===== src/rtl/rst_seq_gen_pkg.sv =====
// Shared types for the reset/clock-enable sequencer.
// Holds the FSM state encoding (3-bit) and the default counter width.
package rst_seq_gen_pkg;

  localparam int DEF_CNT_W = 16;

  typedef enum logic [2:0] {
    ST_IDLE    = 3'd0,
    ST_HOLD    = 3'd1,
    ST_RELEASE = 3'd2,
    ST_RUN     = 3'd3,
    ST_DONE    = 3'd4
  } state_t;

  // States in which a sequence is considered in progress
  function automatic logic is_busy(input state_t s);
    return (s == ST_HOLD) || (s == ST_RELEASE) || (s == ST_RUN);
  endfunction

endpackage


===== src/rtl/rst_seq_gen_seq_cnt.sv =====
// seq_cnt: loadable saturating down-counter with a zero flag.
// Load has priority over decrement; a decrement at zero holds zero.
module seq_cnt #(
  parameter int CNT_W = 16
) (
  input  logic             clk,
  input  logic             rst,
  input  logic             load,
  input  logic [CNT_W-1:0] load_val,
  input  logic             dec,
  output logic             zero
);

  logic [CNT_W-1:0] cnt_reg;

  // Count register: reload, or step down and stop at zero
  always_ff @(posedge clk or posedge rst) begin
    if (rst) begin
      cnt_reg <= '0;
    end else if (load) begin
      cnt_reg <= load_val;
    end else if (dec && (cnt_reg != '0)) begin
      cnt_reg <= cnt_reg - 1'b1;
    end
  end

  assign zero = (cnt_reg == '0);

endmodule


===== src/rtl/rst_seq_gen.sv =====
// rst_seq_gen: staggered per-domain reset release followed by a gated
// clock-enable burst. Optional watchdog enabled by defining SEQ_WATCHDOG_EN.
// One shared down-counter times the hold phase, each stagger gap and the
// burst; all outputs come straight from registers.
module rst_seq_gen
  import rst_seq_gen_pkg::*;
#(
  parameter int NUM_CH    = 4,
  parameter int RST_HOLD  = 2,
  parameter int STAGGER   = 4,
  parameter int BURST_LEN = 99,
  parameter int CNT_W     = DEF_CNT_W,
  parameter int TIMEOUT   = 256
) (
  input  logic              clk,
  input  logic              rst,
  input  logic              start_i,
  input  logic              abort_i,
  input  logic              pause_i,
  output logic [NUM_CH-1:0] ch_rst_o,
  output logic              clk_en_o,
  output logic              busy_o,
  output logic              done_o,
  output logic              timeout_o
);

  localparam int IDX_W = (NUM_CH > 1) ? $clog2(NUM_CH) : 1;
  localparam logic [IDX_W-1:0] LAST_IDX = IDX_W'(NUM_CH - 1);
  localparam logic [CNT_W-1:0] HOLD_LD  = CNT_W'(RST_HOLD - 1);
  localparam logic [CNT_W-1:0] STAG_LD  = CNT_W'(STAGGER - 1);
  localparam logic [CNT_W-1:0] BURST_LD = CNT_W'(BURST_LEN - 1);

  state_t            state_reg, state_next;
  logic [NUM_CH-1:0] ch_rst_reg, ch_rst_next;
  logic [IDX_W-1:0]  ch_idx_reg, ch_idx_next;
  logic              clk_en_reg, clk_en_next;
  logic              busy_reg, busy_next;
  logic              done_reg, done_next;

  logic              cnt_load;
  logic [CNT_W-1:0]  cnt_load_val;
  logic              cnt_dec;
  logic              cnt_zero;

  seq_cnt #(.CNT_W(CNT_W)) u_phase_cnt (
    .clk      (clk),
    .rst      (rst),
    .load     (cnt_load),
    .load_val (cnt_load_val),
    .dec      (cnt_dec),
    .zero     (cnt_zero)
  );

`ifdef SEQ_WATCHDOG_EN
  logic wd_load, wd_zero;
  logic timeout_reg, timeout_next;

  // A sequence start restarts the busy-cycle budget
  assign wd_load = ((state_reg == ST_IDLE) || (state_reg == ST_DONE)) && start_i;

  seq_cnt #(.CNT_W(CNT_W)) u_wd_cnt (
    .clk      (clk),
    .rst      (rst),
    .load     (wd_load),
    .load_val (CNT_W'(TIMEOUT - 1)),
    .dec      (busy_reg),
    .zero     (wd_zero)
  );

  // Sticky timeout flag
  always_ff @(posedge clk or posedge rst) begin
    if (rst) begin
      timeout_reg <= 1'b0;
    end else begin
      timeout_reg <= timeout_next;
    end
  end

  assign timeout_o = timeout_reg;
`else
  assign timeout_o = 1'b0;
`endif

  // Next state, channel resets and counter control; abort overrides all
  always_comb begin
    state_next   = state_reg;
    ch_rst_next  = ch_rst_reg;
    ch_idx_next  = ch_idx_reg;
    cnt_load     = 1'b0;
    cnt_load_val = '0;
    cnt_dec      = 1'b0;
`ifdef SEQ_WATCHDOG_EN
    timeout_next = timeout_reg;
`endif

    case (state_reg)
      ST_IDLE, ST_DONE: begin
        if (start_i) begin
          state_next   = ST_HOLD;
          ch_rst_next  = '1;
          cnt_load     = 1'b1;
          cnt_load_val = HOLD_LD;
        end
      end
      ST_HOLD: begin
        if (cnt_zero) begin
          state_next   = ST_RELEASE;
          ch_idx_next  = '0;
          cnt_load     = 1'b1;
          cnt_load_val = STAG_LD;
        end else begin
          cnt_dec = 1'b1;
        end
      end
      ST_RELEASE: begin
        if (cnt_zero) begin
          if (!ch_rst_reg[NUM_CH-1]) begin
            // Last channel already released one cycle ago: start the burst
            state_next   = ST_RUN;
            cnt_load     = 1'b1;
            cnt_load_val = BURST_LD;
          end else begin
            ch_rst_next[ch_idx_reg] = 1'b0;
            cnt_load = 1'b1;
            if (ch_idx_reg == LAST_IDX) begin
              // Zero reload gives exactly one settle cycle before RUN
              cnt_load_val = '0;
            end else begin
              cnt_load_val = STAG_LD;
              ch_idx_next  = ch_idx_reg + 1'b1;
            end
          end
        end else begin
          cnt_dec = 1'b1;
        end
      end
      ST_RUN: begin
        // Only enabled cycles consume the burst; paused cycles hold it
        if (clk_en_reg) begin
          if (cnt_zero) begin
            state_next = ST_DONE;
          end else begin
            cnt_dec = 1'b1;
          end
        end
      end
      default: begin
        state_next  = ST_IDLE;
        ch_rst_next = '1;
      end
    endcase

`ifdef SEQ_WATCHDOG_EN
    if (wd_load) begin
      timeout_next = 1'b0;
    end
    if (busy_reg && wd_zero) begin
      state_next   = ST_IDLE;
      ch_rst_next  = '1;
      timeout_next = 1'b1;
    end
`endif

    if (abort_i && (state_reg != ST_IDLE)) begin
      state_next  = ST_IDLE;
      ch_rst_next = '1;
`ifdef SEQ_WATCHDOG_EN
      timeout_next = timeout_reg;
`endif
    end

    clk_en_next = (state_next == ST_RUN) && !pause_i;
    busy_next   = is_busy(state_next);
    done_next   = (state_next == ST_DONE);
  end

  // State and registered outputs
  always_ff @(posedge clk or posedge rst) begin
    if (rst) begin
      state_reg  <= ST_IDLE;
      ch_rst_reg <= '1;
      ch_idx_reg <= '0;
      clk_en_reg <= 1'b0;
      busy_reg   <= 1'b0;
      done_reg   <= 1'b0;
    end else begin
      state_reg  <= state_next;
      ch_rst_reg <= ch_rst_next;
      ch_idx_reg <= ch_idx_next;
      clk_en_reg <= clk_en_next;
      busy_reg   <= busy_next;
      done_reg   <= done_next;
    end
  end

  assign ch_rst_o = ch_rst_reg;
  assign clk_en_o = clk_en_reg;
  assign busy_o   = busy_reg;
  assign done_o   = done_reg;

endmodule


===== config.mk =====
export PLATFORM = sky130hd
export DESIGN_NAME = rst_seq_gen
export DESIGN_NICKNAME = d
export VERILOG_FILES = /design/src/rtl/rst_seq_gen_pkg.sv /design/src/rtl/rst_seq_gen_seq_cnt.sv /design/src/rtl/rst_seq_gen.sv
export SDC_FILE = /design/constraint.sdc
export NUM_CORES = 1
export LEC_CHECK = 0
export ABC_AREA = 1
export CAP_MARGIN = 0
export CELL_PAD_IN_SITES_DETAIL_PLACEMENT = 0
export CELL_PAD_IN_SITES_GLOBAL_PLACEMENT = 2
export CORE_MARGIN = 3
export CORE_UTILIZATION = 30
export CTS_CLUSTER_SIZE = 8
export DETAILED_ROUTE_END_ITERATION = 12
export DONT_BUFFER_PORTS = 1
export PLACE_DENSITY_LB_ADDON = 0.1
export RECOVER_POWER = 25
export SYNTH_ARGS = -nofsm -noshare
export SYNTH_HDL_FRONTEND = slang
export SYNTH_SLANG_ARGS = --single-unit

===== constraint.sdc =====
create_clock -name clk -period 2.4 [get_ports clk]
set_input_delay 0.48 -clock clk [delete_from_list [all_inputs] [get_ports clk]]
set_output_delay 0.48 -clock clk [all_outputs]
set_load 0.05 [all_outputs]

==> flow_metrics.env <==
export IMPL_outcome="finished clean"
export IMPL_synth_edff_count=0
export IMPL_die_w_um=85.44
export IMPL_seq_area_um2=705.7
export IMPL_ys_flop_type="dfrtp_1"
export IMPL_drive_above_1_share_pct=15.29
export IMPL_worstPathArrival_ns=2.15
export IMPL_first_global_vias=1577
export IMPL_cts_sinks=28
export IMPL_syn_cell_area_um2=1893
export IMPL_drtAntennaViolNets=0
export IMPL_max_vdd_ir_drop_uv=473.3
export IMPL_ys_ff_latch=28
export IMPL_fin_skew_ns=0.01170
export IMPL_met3_length_um=75
export IMPL_yosysSeqAreaShare_pct=37.28
export IMPL_drt_initial_drc_count=38
export IMPL_cap_violations=0
export IMPL_synth_fp_nets=265
export IMPL_p_seq_share_pct=31.5
export IMPL_nets=267
export IMPL_routed_top_layer="met4"
export IMPL_drtPass1Iterations=4
export IMPL_power_leakage_nw=1.040
export IMPL_p_sw_share_pct=53.76
export IMPL_slowest_delay_ns=0.39
export IMPL_grt_max_degree=19
export IMPL_largest_reg_flops=16
export IMPL_synth_top_family_by_area="simple AND/OR/NAND/NOR gates"
export IMPL_dp_hpwl_mm=3.462
export IMPL_wl_met2_mm=2.162
export IMPL_io_buffers=0
export IMPL_start_kind="flop"
export IMPL_r2r_start="u_phase_cnt.cnt_reg[0]"
export IMPL_p_sw_mw=1.685
export IMPL_crit_fanout=14
export IMPL_gp_congestion=0.7135
export IMPL_fin_area_um2=2021
export IMPL_antennaDiodeCount=0
export IMPL_cts_tree="built"
export IMPL_async_flop_share_pct=100.0
export IMPL_wl_mm=4.501
export IMPL_cp_required_ns=2.59
export IMPL_worstSetupPathType="reg -> reg"
export IMPL_syn_avg_cell_area_um2=7.453
export IMPL_worst_pin_slew_ns=1.058
export IMPL_cts_hold_buf=0
export IMPL_hold_viol=0
export IMPL_endpoint_kind="flop"
export IMPL_finalSetupViolCount=0
export IMPL_wl_per_cell_um=13.64
export IMPL_fin_crit_sh_pct=81.89
export IMPL_cts_clk_slew_worst_paths_ns=0.11
export IMPL_antenna_found_initial=0
export IMPL_synth_simple_gate_area_share_pct=36.35
export IMPL_grt_pass1_wl_mm=7.700
export IMPL_nFillCells=672
export IMPL_overflow=0
export IMPL_preCtsSetupSlack_ns=0.4150
export IMPL_utilization_pct=33.53
export IMPL_drc=0
export IMPL_wl_met1_mm=2.217
export IMPL_crit_chain="inv_1, ha_1, nand2_2, nor2_2, nand2_2, nand2_2, nand2_4, nor2_4, inv_2, nand2_1, nand2_1"
export IMPL_r2r_setup_slack_ns=0.43
export IMPL_cts_root_buf="clkbuf_8"
export IMPL_grt_usage_pct=13.49
export IMPL_insertion_delay_ns=0.28
export IMPL_initial_core_util_pct=31.42
export IMPL_power_internal_mw=1.449
export IMPL_fin_ws_ns=0.4346
export IMPL_post_cts_buffers=0
export IMPL_p_clk_share_pct=12.3
export IMPL_p_comb_share_pct=56.2
export IMPL_r2r_cells=11
export IMPL_h_tree_depth=1
export IMPL_synth_mux_area_share_pct=0
export IMPL_synth_compound_area_share_pct=8.328
export IMPL_rr_endpoint="u_phase_cnt.cnt_reg[1]"
export IMPL_multiInputGateArea_um2=1012
export IMPL_core_um2=6026
export IMPL_netlist_instances=254
export IMPL_synth_fa_ha_area_share_pct=3.966
export IMPL_area_delta_synth_final_pct=6.742
export IMPL_slowest_stage="dfrtp_1"
export IMPL_die_h_um=85.44
export IMPL_rows=28
export IMPL_cts_resized=0
export IMPL_io_pins=13
export IMPL_rsz0062_at_grt="false"
export IMPL_crit_path_frequent_cell="nand2_2"
export IMPL_slew_limit_headroom_pct=29.48
export IMPL_cts_buffer_depth=2
export IMPL_yosys_warnings=0
export IMPL_vias_per_cell=4.603
export IMPL_cts_made_buffers=3
export IMPL_powerDensity_nw_per_um2=1551
export IMPL_fin_crit_ns=1.965
export IMPL_synth_xor_area_share_pct=4.627
export IMPL_slew_violations=0
export IMPL_fmax_ghz=0.5088
export IMPL_setup_tns_ns=0
export IMPL_ys_types=30
export IMPL_placed_area_um2=1953
export IMPL_p_total_mw=3.134
export IMPL_via_count=1519
export IMPL_die_area_um2=7299
export IMPL_hold_class="in -> async"
[per-stage QoR]
step,hold WS [ns],cells
6_report,0.06836,330
2_1_floorplan,0.4715,254
4_1_cts,0.07626,330
3_5_place_dp,0.3967,326
3_3_place_gp,0.3969,326
5_1_grt,0.07416,330
[worst max-delay path: cells and delay by family (launching register included)]
kind | cells | cell delay [ns]
buf+inv | 2 | 0.30
simple gates | 8 | 0.97
fa+ha+maj | 1 | 0.20
flops | 1 | 0.39
[cells in the mapped netlist (4+ instances only)]
library cell	instances	share of area, %
o21ai_0	8	2.1
nor2_1	28	5.6
inv_1	32	6.3
o21ai_1	7	1.9
nand3_2	6	3.2
nor2_4	4	2.4
xor2_1	7	3.2
nand2_2	6	2.0
nand2_1	65	13
dfrtp_1	24	32
a21oi_1	5	1.3
nor2_2	8	2.6
dfstp_2	4	5.6
nand3_1	19	5.0
ha_1	6	4.0
[cell families after synthesis]
kind of cell / Yosys count
compound gates: 27
xor+xnor: 10
fa+ha+maj: 6
buf+inv: 39
flops: 28
other cells: 1
simple gates: 143
[worst max-delay path by stage]
stage	start	end	slack, ns	depth (start not counted)
after floorplan	u_phase_cnt.cnt_reg[0]	u_phase_cnt.cnt_reg[0]	0.78	12
after global placement	u_phase_cnt.cnt_reg[0]	u_phase_cnt.cnt_reg[1]	0.49	11
after CTS	u_phase_cnt.cnt_reg[0]	u_phase_cnt.cnt_reg[1]	0.40	11
after global routing	u_phase_cnt.cnt_reg[0]	u_phase_cnt.cnt_reg[9]	0.26	10
after detailed placement	u_phase_cnt.cnt_reg[0]	u_phase_cnt.cnt_reg[1]	0.41	11
final	u_phase_cnt.cnt_reg[0]	u_phase_cnt.cnt_reg[1]	0.43	11
[metal layers]
layer / GRT usage [%] / vias up
met3: 2.136 / 4
met2: 23.31 / 8
met4: 4.029 / 0
met1: 17.25 / 705
li1: - / 802
met5: 0 / -
[cells in the final DEF (no fill, tap or decap), drive strengths merged, types with 3 or more instances in the layout]
cell | synthesis | final
clkbuf | 0 | 4
dfrtp | 24 | 24
ha | 6 | 6
nand3 | 25 | 25
inv | 35 | 35
a21oi | 5 | 5
dfstp | 4 | 4
xor2 | 7 | 7
o21ai | 17 | 17
xnor2 | 3 | 3
o311ai | 3 | 3
nand2 | 73 | 73
nor2 | 40 | 40
[power groups by stage]
stage               Combinational [mW]  Clock, mW  Sequential, mW
floorplan                         1.50          0           0.955
global placement                  1.79          0            1.01
detailed placement                1.79          0            1.00
CTS                               1.80      0.403           0.994
global route                      2.04      0.422            1.02
finish                            1.76      0.385           0.989
[area by class of cell]
type,instances,area share [%]
Inverter,35,6.625
Sequential cell,28,34.92
Clock inverter,1,1.486
Tap cell,75,4.644
Clock buffer,3,2.043
Timing Repair Buffer,1,0.1858
Multi-Input combinational cell,187,50.09
(Power assumes the default switching activity.)
